**config.mk**
```make
export PLATFORM = sky130hd
export DESIGN_NAME = mdio_slave_responder
export DESIGN_NICKNAME = d
export VERILOG_FILES = /design/src/rtl/mdio_slave_responder.sv
export SDC_FILE = /design/constraint.sdc
export NUM_CORES = 1
export LEC_CHECK = 0
export ABC_AREA = 1
export BUFFER_PORTS_ARGS = -buffer_cell sky130_fd_sc_hd__clkbuf_2
export CAP_MARGIN = 20
export CORE_UTILIZATION = 55
export CTS_CLUSTER_DIAMETER = 30
export DETAILED_ROUTE_END_ITERATION = 16
export PLACE_DENSITY = 0.74
export SETUP_SLACK_MARGIN = 0.02
export SKIP_LAST_GASP = 1
export SYNTH_ARGS = -nofsm -noshare
export SYNTH_HDL_FRONTEND = slang
export SYNTH_SLANG_ARGS = --single-unit
```
**constraint.sdc**
```tcl
create_clock -name CLK_I -period 3.31 [get_ports CLK_I]
set_input_delay 0.1655 -clock CLK_I [delete_from_list [all_inputs] [get_ports CLK_I]]
set_output_delay 0.1655 -clock CLK_I [all_outputs]
set_load 0.01 [all_outputs]
```
**src/rtl/mdio_slave_responder.sv**
```systemverilog
// mdio_slave_responder: IEEE 802.3 Clause 22 MDIO management target.
// MDC/MDIO are oversampled in the CLK_I domain. A matching frame issues one
// register strobe to a local register file. Read frames also drive the
// turnaround zero and the read data back onto MDIO.
module mdio_slave_responder #(
  parameter logic [4:0]  PHY_ADDR     = 5'd18,
  parameter int unsigned PREAMBLE_LEN = 32,
  parameter bit          BCAST_EN     = 1'b0
) (
  input  logic        CLK_I,
  input  logic        RSTBP_I,
  input  logic        MGMT_MDC_I,
  input  logic        MGMT_MDI_I,
  output logic        MGMT_MDO_O,
  output logic        MGMT_MDOEN_O,
  output logic [4:0]  REG_ADDR_O,
  output logic [15:0] REG_WDATA_O,
  output logic        REG_WE_O,
  output logic        REG_RE_O,
  input  logic [15:0] REG_RDATA_I,
  output logic        BUSY_O
);

  typedef enum logic [3:0] {
    S_IDLE, S_ST1, S_OP, S_PHYAD, S_REGAD, S_TA, S_DATA_W, S_DATA_R, S_DONE
  } state_t;

  // The preamble counter saturates at 32, so a larger threshold could never be met.
  localparam logic [5:0] PRE_MAX = 6'd32;
  localparam logic [5:0] PRE_THR = (PREAMBLE_LEN > 32) ? 6'd32 : 6'(PREAMBLE_LEN);

  logic        r_mdc_meta, r_mdc_sync, r_mdc_prev;
  logic        r_mdi_meta, r_mdi_sync;
  logic        w_mdc_rise, w_bit, w_pre_ok, w_match_now;
  logic [4:0]  w_field;
  logic [1:0]  w_op;

  state_t      r_state;
  logic [5:0]  r_pre_cnt;
  logic [3:0]  r_bit_cnt;
  logic [15:0] r_shift, r_rdata, r_wdata;
  logic [4:0]  r_addr;
  logic        r_is_read, r_match, r_we, r_re, r_re_d, r_mdo, r_oen, r_busy;

  assign w_mdc_rise  = r_mdc_sync & ~r_mdc_prev;
  assign w_bit       = r_mdi_sync;
  // Field value that includes the bit being sampled now (5-bit fields, MSB first).
  assign w_field     = {r_shift[3:0], w_bit};
  assign w_op        = {r_shift[0], w_bit};
  assign w_pre_ok    = (r_pre_cnt >= PRE_THR);
  // The address match is evaluated as the last PHYAD bit arrives. Broadcast applies only to writes.
  assign w_match_now = (w_field == PHY_ADDR) ||
                       (BCAST_EN && !r_is_read && (w_field == 5'd0));

  assign MGMT_MDO_O   = r_mdo;
  assign MGMT_MDOEN_O = r_oen;
  assign REG_ADDR_O   = r_addr;
  assign REG_WDATA_O  = r_wdata;
  assign REG_WE_O     = r_we;
  assign REG_RE_O     = r_re;
  assign BUSY_O       = r_busy;

  // Two-flop synchronizers for MDC and MDIO, plus the previous MDC value used for rise detection.
  always_ff @(posedge CLK_I or posedge RSTBP_I) begin
    if (RSTBP_I) begin
      r_mdc_meta <= 1'b0;
      r_mdc_sync <= 1'b0;
      r_mdc_prev <= 1'b0;
      r_mdi_meta <= 1'b0;
      r_mdi_sync <= 1'b0;
    end else begin
      r_mdc_meta <= MGMT_MDC_I;
      r_mdc_sync <= r_mdc_meta;
      r_mdc_prev <= r_mdc_sync;
      r_mdi_meta <= MGMT_MDI_I;
      r_mdi_sync <= r_mdi_meta;
    end
  end

  // Frame decoder FSM. All bits are sampled on MDC rise. Strobes and MDIO drive are registered.
  always_ff @(posedge CLK_I or posedge RSTBP_I) begin
    if (RSTBP_I) begin
      r_state   <= S_IDLE;
      r_pre_cnt <= 6'd0;
      r_bit_cnt <= 4'd0;
      r_shift   <= 16'd0;
      r_rdata   <= 16'd0;
      r_wdata   <= 16'd0;
      r_addr    <= 5'd0;
      r_is_read <= 1'b0;
      r_match   <= 1'b0;
      r_we      <= 1'b0;
      r_re      <= 1'b0;
      r_re_d    <= 1'b0;
      r_mdo     <= 1'b0;
      r_oen     <= 1'b0;
      r_busy    <= 1'b0;
    end else begin
      r_we   <= 1'b0;
      r_re   <= 1'b0;
      r_re_d <= r_re;
      // Read data from the register file is valid one cycle after the read strobe.
      if (r_re_d) r_rdata <= REG_RDATA_I;
      case (r_state)
        S_IDLE: if (w_mdc_rise) begin
          if (w_bit) begin
            if (r_pre_cnt != PRE_MAX) r_pre_cnt <= r_pre_cnt + 6'd1;
          end else if (w_pre_ok) begin
            r_state   <= S_ST1;
            r_busy    <= 1'b1;
            r_pre_cnt <= 6'd0;
          end else begin
            r_pre_cnt <= 6'd0;
          end
        end
        S_ST1: if (w_mdc_rise) begin
          if (w_bit) begin
            r_state   <= S_OP;
            r_bit_cnt <= 4'd0;
          end else begin
            r_state <= S_IDLE;
            r_busy  <= 1'b0;
          end
        end
        S_OP: if (w_mdc_rise) begin
          r_shift <= {r_shift[14:0], w_bit};
          if (r_bit_cnt == 4'd0) begin
            r_bit_cnt <= 4'd1;
          end else if ((w_op == 2'b10) || (w_op == 2'b01)) begin
            r_is_read <= (w_op == 2'b10);
            r_state   <= S_PHYAD;
            r_bit_cnt <= 4'd0;
          end else begin
            r_state <= S_IDLE;
            r_busy  <= 1'b0;
          end
        end
        S_PHYAD: if (w_mdc_rise) begin
          r_shift <= {r_shift[14:0], w_bit};
          if (r_bit_cnt == 4'd4) begin
            r_match   <= w_match_now;
            r_state   <= S_REGAD;
            r_bit_cnt <= 4'd0;
          end else begin
            r_bit_cnt <= r_bit_cnt + 4'd1;
          end
        end
        S_REGAD: if (w_mdc_rise) begin
          r_shift <= {r_shift[14:0], w_bit};
          if (r_bit_cnt == 4'd4) begin
            r_addr    <= w_field;
            r_re      <= r_is_read & r_match;
            r_state   <= S_TA;
            r_bit_cnt <= 4'd0;
          end else begin
            r_bit_cnt <= r_bit_cnt + 4'd1;
          end
        end
        S_TA: if (w_mdc_rise) begin
          if (r_bit_cnt == 4'd0) begin
            // First turnaround edge: take the line low only if the frame is a read addressed to this PHY.
            r_oen     <= r_is_read & r_match;
            r_mdo     <= 1'b0;
            r_bit_cnt <= 4'd1;
          end else if (r_is_read) begin
            r_mdo     <= r_rdata[15] & r_match;
            r_shift   <= {r_rdata[14:0], 1'b0};
            r_state   <= S_DATA_R;
            r_bit_cnt <= 4'd0;
          end else begin
            r_state   <= S_DATA_W;
            r_bit_cnt <= 4'd0;
          end
        end
        S_DATA_W: if (w_mdc_rise) begin
          r_shift <= {r_shift[14:0], w_bit};
          if (r_bit_cnt == 4'd15) begin
            if (r_match) begin
              r_wdata <= {r_shift[14:0], w_bit};
              r_we    <= 1'b1;
            end
            r_state <= S_DONE;
          end else begin
            r_bit_cnt <= r_bit_cnt + 4'd1;
          end
        end
        S_DATA_R: if (w_mdc_rise) begin
          if (r_bit_cnt == 4'd15) begin
            r_oen   <= 1'b0;
            r_mdo   <= 1'b0;
            r_state <= S_DONE;
          end else begin
            r_mdo     <= r_shift[15] & r_match;
            r_shift   <= {r_shift[14:0], 1'b0};
            r_bit_cnt <= r_bit_cnt + 4'd1;
          end
        end
        S_DONE: begin
          r_state   <= S_IDLE;
          r_pre_cnt <= 6'd0;
          r_busy    <= 1'b0;
        end
        default: begin
          r_state <= S_IDLE;
          r_busy  <= 1'b0;
          r_oen   <= 1'b0;
        end
      endcase
    end
  end

endmodule

```
==> flow_summary.toml <==
[outcome]
outcome = "completed"

[cts]
cts_tree = "yes"
clk_latency_ns = 0.36
htreeDepth = 3
postCtsHoldBufs = 3
clkSinkCount = 80
cts_setup_buffers = 0
cts_root_buf = "clkbuf_8"
clk_pin_slew_ns = 0.09
cts_buffers = 9
cts_resized = 0
clock_path_buffers = 2

[die]
rows = 30
die_x_um = 86.4
core_area_um2 = 6830
start_util = 0.573
die_y_um = 86.4
die_area_um2 = 7460
io_pins = 46

[grt]
antenna_found_initial = 0
grt_pass1_wl_um = 14800
grt_max_degree = 29
first_global_vias = 3136
track_usage = 0.259
overflow = 0

[hold_path]
hp-class = "input pin to flip-flop"

[pwr]
p_leak_nw = 2.43
powerDensity_nw_per_um2 = 402
ir_worst_vdd_v = 0.000244

[timing]
final_hold_viol_count = 0
setup_slack_ns = 1.24
maxSlewHeadroom = 0.505
rsz0062_at_grt = "false"
tightest_slew_ns = 0.740
layout_min_cycle_time_ns = 2.07
final.setup.tns_ns = 0
drv_slew = 0
final-setup-viol-count = 0
fmax_mhz = 482
finClkSkew_ns = 0.0110
fin_crit_sh = 0.626

[synthesis]
ys_seq_area_frac = 0.511
yosysWarningCount = 0
mappedNetlistNets = 506
synth_cell_types = 30
synth-seq-cells = 80
synth.top_cell.area_share = 0.511
synthTopCellsByArea = "dfrtp_1 51%, nand2_1 20%, mux2_2 4.6%"
yosys.area.top_type = "dfrtp_1"
syn_avg_cell_area_um2 = 8.14
netlist_area_um2 = 3920
syn_inst = 481

[routing]
routed_wirelength_um = 8790
ant_nets = 0
wl_per_cell_um = 13.9
dr.pass1.iters = 6
drtIter0Drc = 231
drc_errors = 0
via_per_inst = 5.39
vias = 3412

[critical_path]
crit_path_frequent_cell = "nand2_1"
cp_slowest_cell = "nor2_1"
arrival_ns = 2.36
critPathTopFamily = "simple AND/OR/NAND/NOR gates"
cp_data_required_time_ns = 3.60
path_cells = "nor2_1, nand2_2, nand3_2, nand2_1, nand4_2, nand2_1, nand2_1"
worstSetupStartpointType = "flip-flop"
cpPeakStageDelay_ns = 0.60
critical_path_class = "flip-flop to flip-flop"
end_kind = "flip-flop"
worst-path-buf-inv = 0
critPathMaxFanout = 16

[finish]
diodes = 0
fin_util = 0.656
nFillCells = 576
regArea_um2 = 2000
syn_to_final_growth_pct = 14.3
drive_gt1_frac = 0.199
multi_input_area_um2 = 1720
final_nets = 557

[placement]
place_ws_ns = 1.25
numPortBuffers = 45
hpwl_um = 6380
finalWeightedCongestion = 0.928

[flow_run]
cap_violations = 0
[final timing paths]
path                                      from              to  slack [ns]  depth (start not counted)
worst max-delay path                r_state[3]      r_shift[3]        1.24                          7
worst min-delay path            REG_RDATA_I[0]      r_rdata[0]        0.04                          2
worst max register to register      r_state[3]      r_shift[3]        1.24                          7
worst min register to register      r_mdi_meta      r_mdi_sync        0.35                          0
max in group asynchronous              RSTBP_I  REG_WDATA_O[4]        1.99                          5
min in group asynchronous              RSTBP_I      r_shift[8]        0.44                          3
[area by class of cell]
class                   count  area share
flip-flops and latches     80       0.447
multi-input cells         352       0.383
repair buffers             52      0.0665
inverters                  37      0.0310
clock buffers               9      0.0277
well taps                  96      0.0268
clock inverters             7      0.0182
[state kept, by name, indices dropped and copies added, names as in the netlist, 4 cells and up]
name / flops
REG_WDATA_O: 16
r_rdata: 16
r_bit_cnt: 4
r_state: 4
REG_ADDR_O: 5
r_shift: 16
r_pre_cnt: 6
[stage by stage]
step / hold slack [ns] / instance area, um2 / cells / total power (W)
2_1_floorplan: 0.197 / 3920 / 481 / 0.00105
3_3_place_gp: 0.274 / 4220 / 613 / 0.00107
5_1_grt: 0.0354 / 4480 / 633 / 0.00187
6_report: 0.0388 / 4480 / 633 / 0.00180
3_5_place_dp: 0.256 / 4240 / 614 / 0.00108
4_1_cts: 0.0293 / 4480 / 633 / 0.00182
[synthesized netlist by cell type]
master / number
nor3_1: 7
nor2_1: 22
inv_1: 27
clkbuf_1: 5
nand4_4: 1
buf_2: 4
nor2_2: 4
nand2_2: 6
o211ai_1: 1
nor4_1: 1
dfrtp_1: 80
o21ai_0: 14
o21ai_1: 16
xor2_1: 3
nand4_2: 1
nand2_1: 206
a21oi_4: 1
nor3_2: 1
mux2_2: 16
clkinv_1: 2
buf_4: 3
a21oi_1: 4
nand3_1: 31
nor2_4: 2
nand4_1: 5
a22oi_1: 1
nand3_2: 1
o21bai_1: 3
inv_2: 8
ha_1: 5
[power breakdown]
part / internal [W] / switching [W] / leakage (nW)
Combinational: 0.0000246 / 0.0000422 / 1.22
Clock: 0.000362 / 0.000380 / 0.102
Sequential: 0.000985 / 0.00000810 / 1.10
Total: 0.00137 / 0.000431 / 2.43
[logic make-up (layout without fill, tap and decap cells)]
kind of cell,Yosys count,count (layout),share of synthesized area
multiplexers,16,16,0.0460
flip-flops,80,80,0.511
AND/OR/NAND/NOR,288,288,0.312
adder cells (fa/ha/maj),5,5,0.0160
AO/OA/AOI/OAI,40,40,0.0572
XOR/XNOR,3,3,0.00671
buffers and inverters,49,105,0.0511
[worst register-to-register path, cell delays in order, from the launching register on]
cell and delay [ns]:
dfrtp_1 0.44, nor2_1 0.60, nand2_2 0.23, nand3_2 0.19, nand2_1 0.08, nand4_2 0.28, nand2_1 0.10, nand2_1 0.08
[metal layers]
| metal | GRT usage | part of all wire | wire [um] |
|---|---|---|---|
| met1 | 0.380 | 0.47 | 4170 |
| met4 | 0.105 | 0.018 | 159 |
| met3 | 0.0438 | 0.065 | 573 |
| met2 | 0.385 | 0.44 | 3890 |
| met5 | 0 | 0 | 0 |
[cells in the final DEF, fill, tap and decap left out, types with 4 or more instances in the layout]
| cell type | count |
|---|---|
| a21oi_1 | 4 |
| clkbuf_2 | 45 |
| clkbuf_8 | 9 |
| dfrtp_1 | 80 |
| ha_1 | 5 |
| inv_1 | 26 |
| inv_2 | 9 |
| inv_6 | 5 |
| mux2_2 | 16 |
| nand2_1 | 206 |
| nand2_2 | 6 |
| nand3_1 | 31 |
| nand4_1 | 5 |
| nor2_1 | 22 |
| nor2_2 | 4 |
| nor3_1 | 7 |
| o21ai_0 | 14 |
| o21ai_1 | 16 |
No activity file was read; power rests on OpenSTA's default activity.
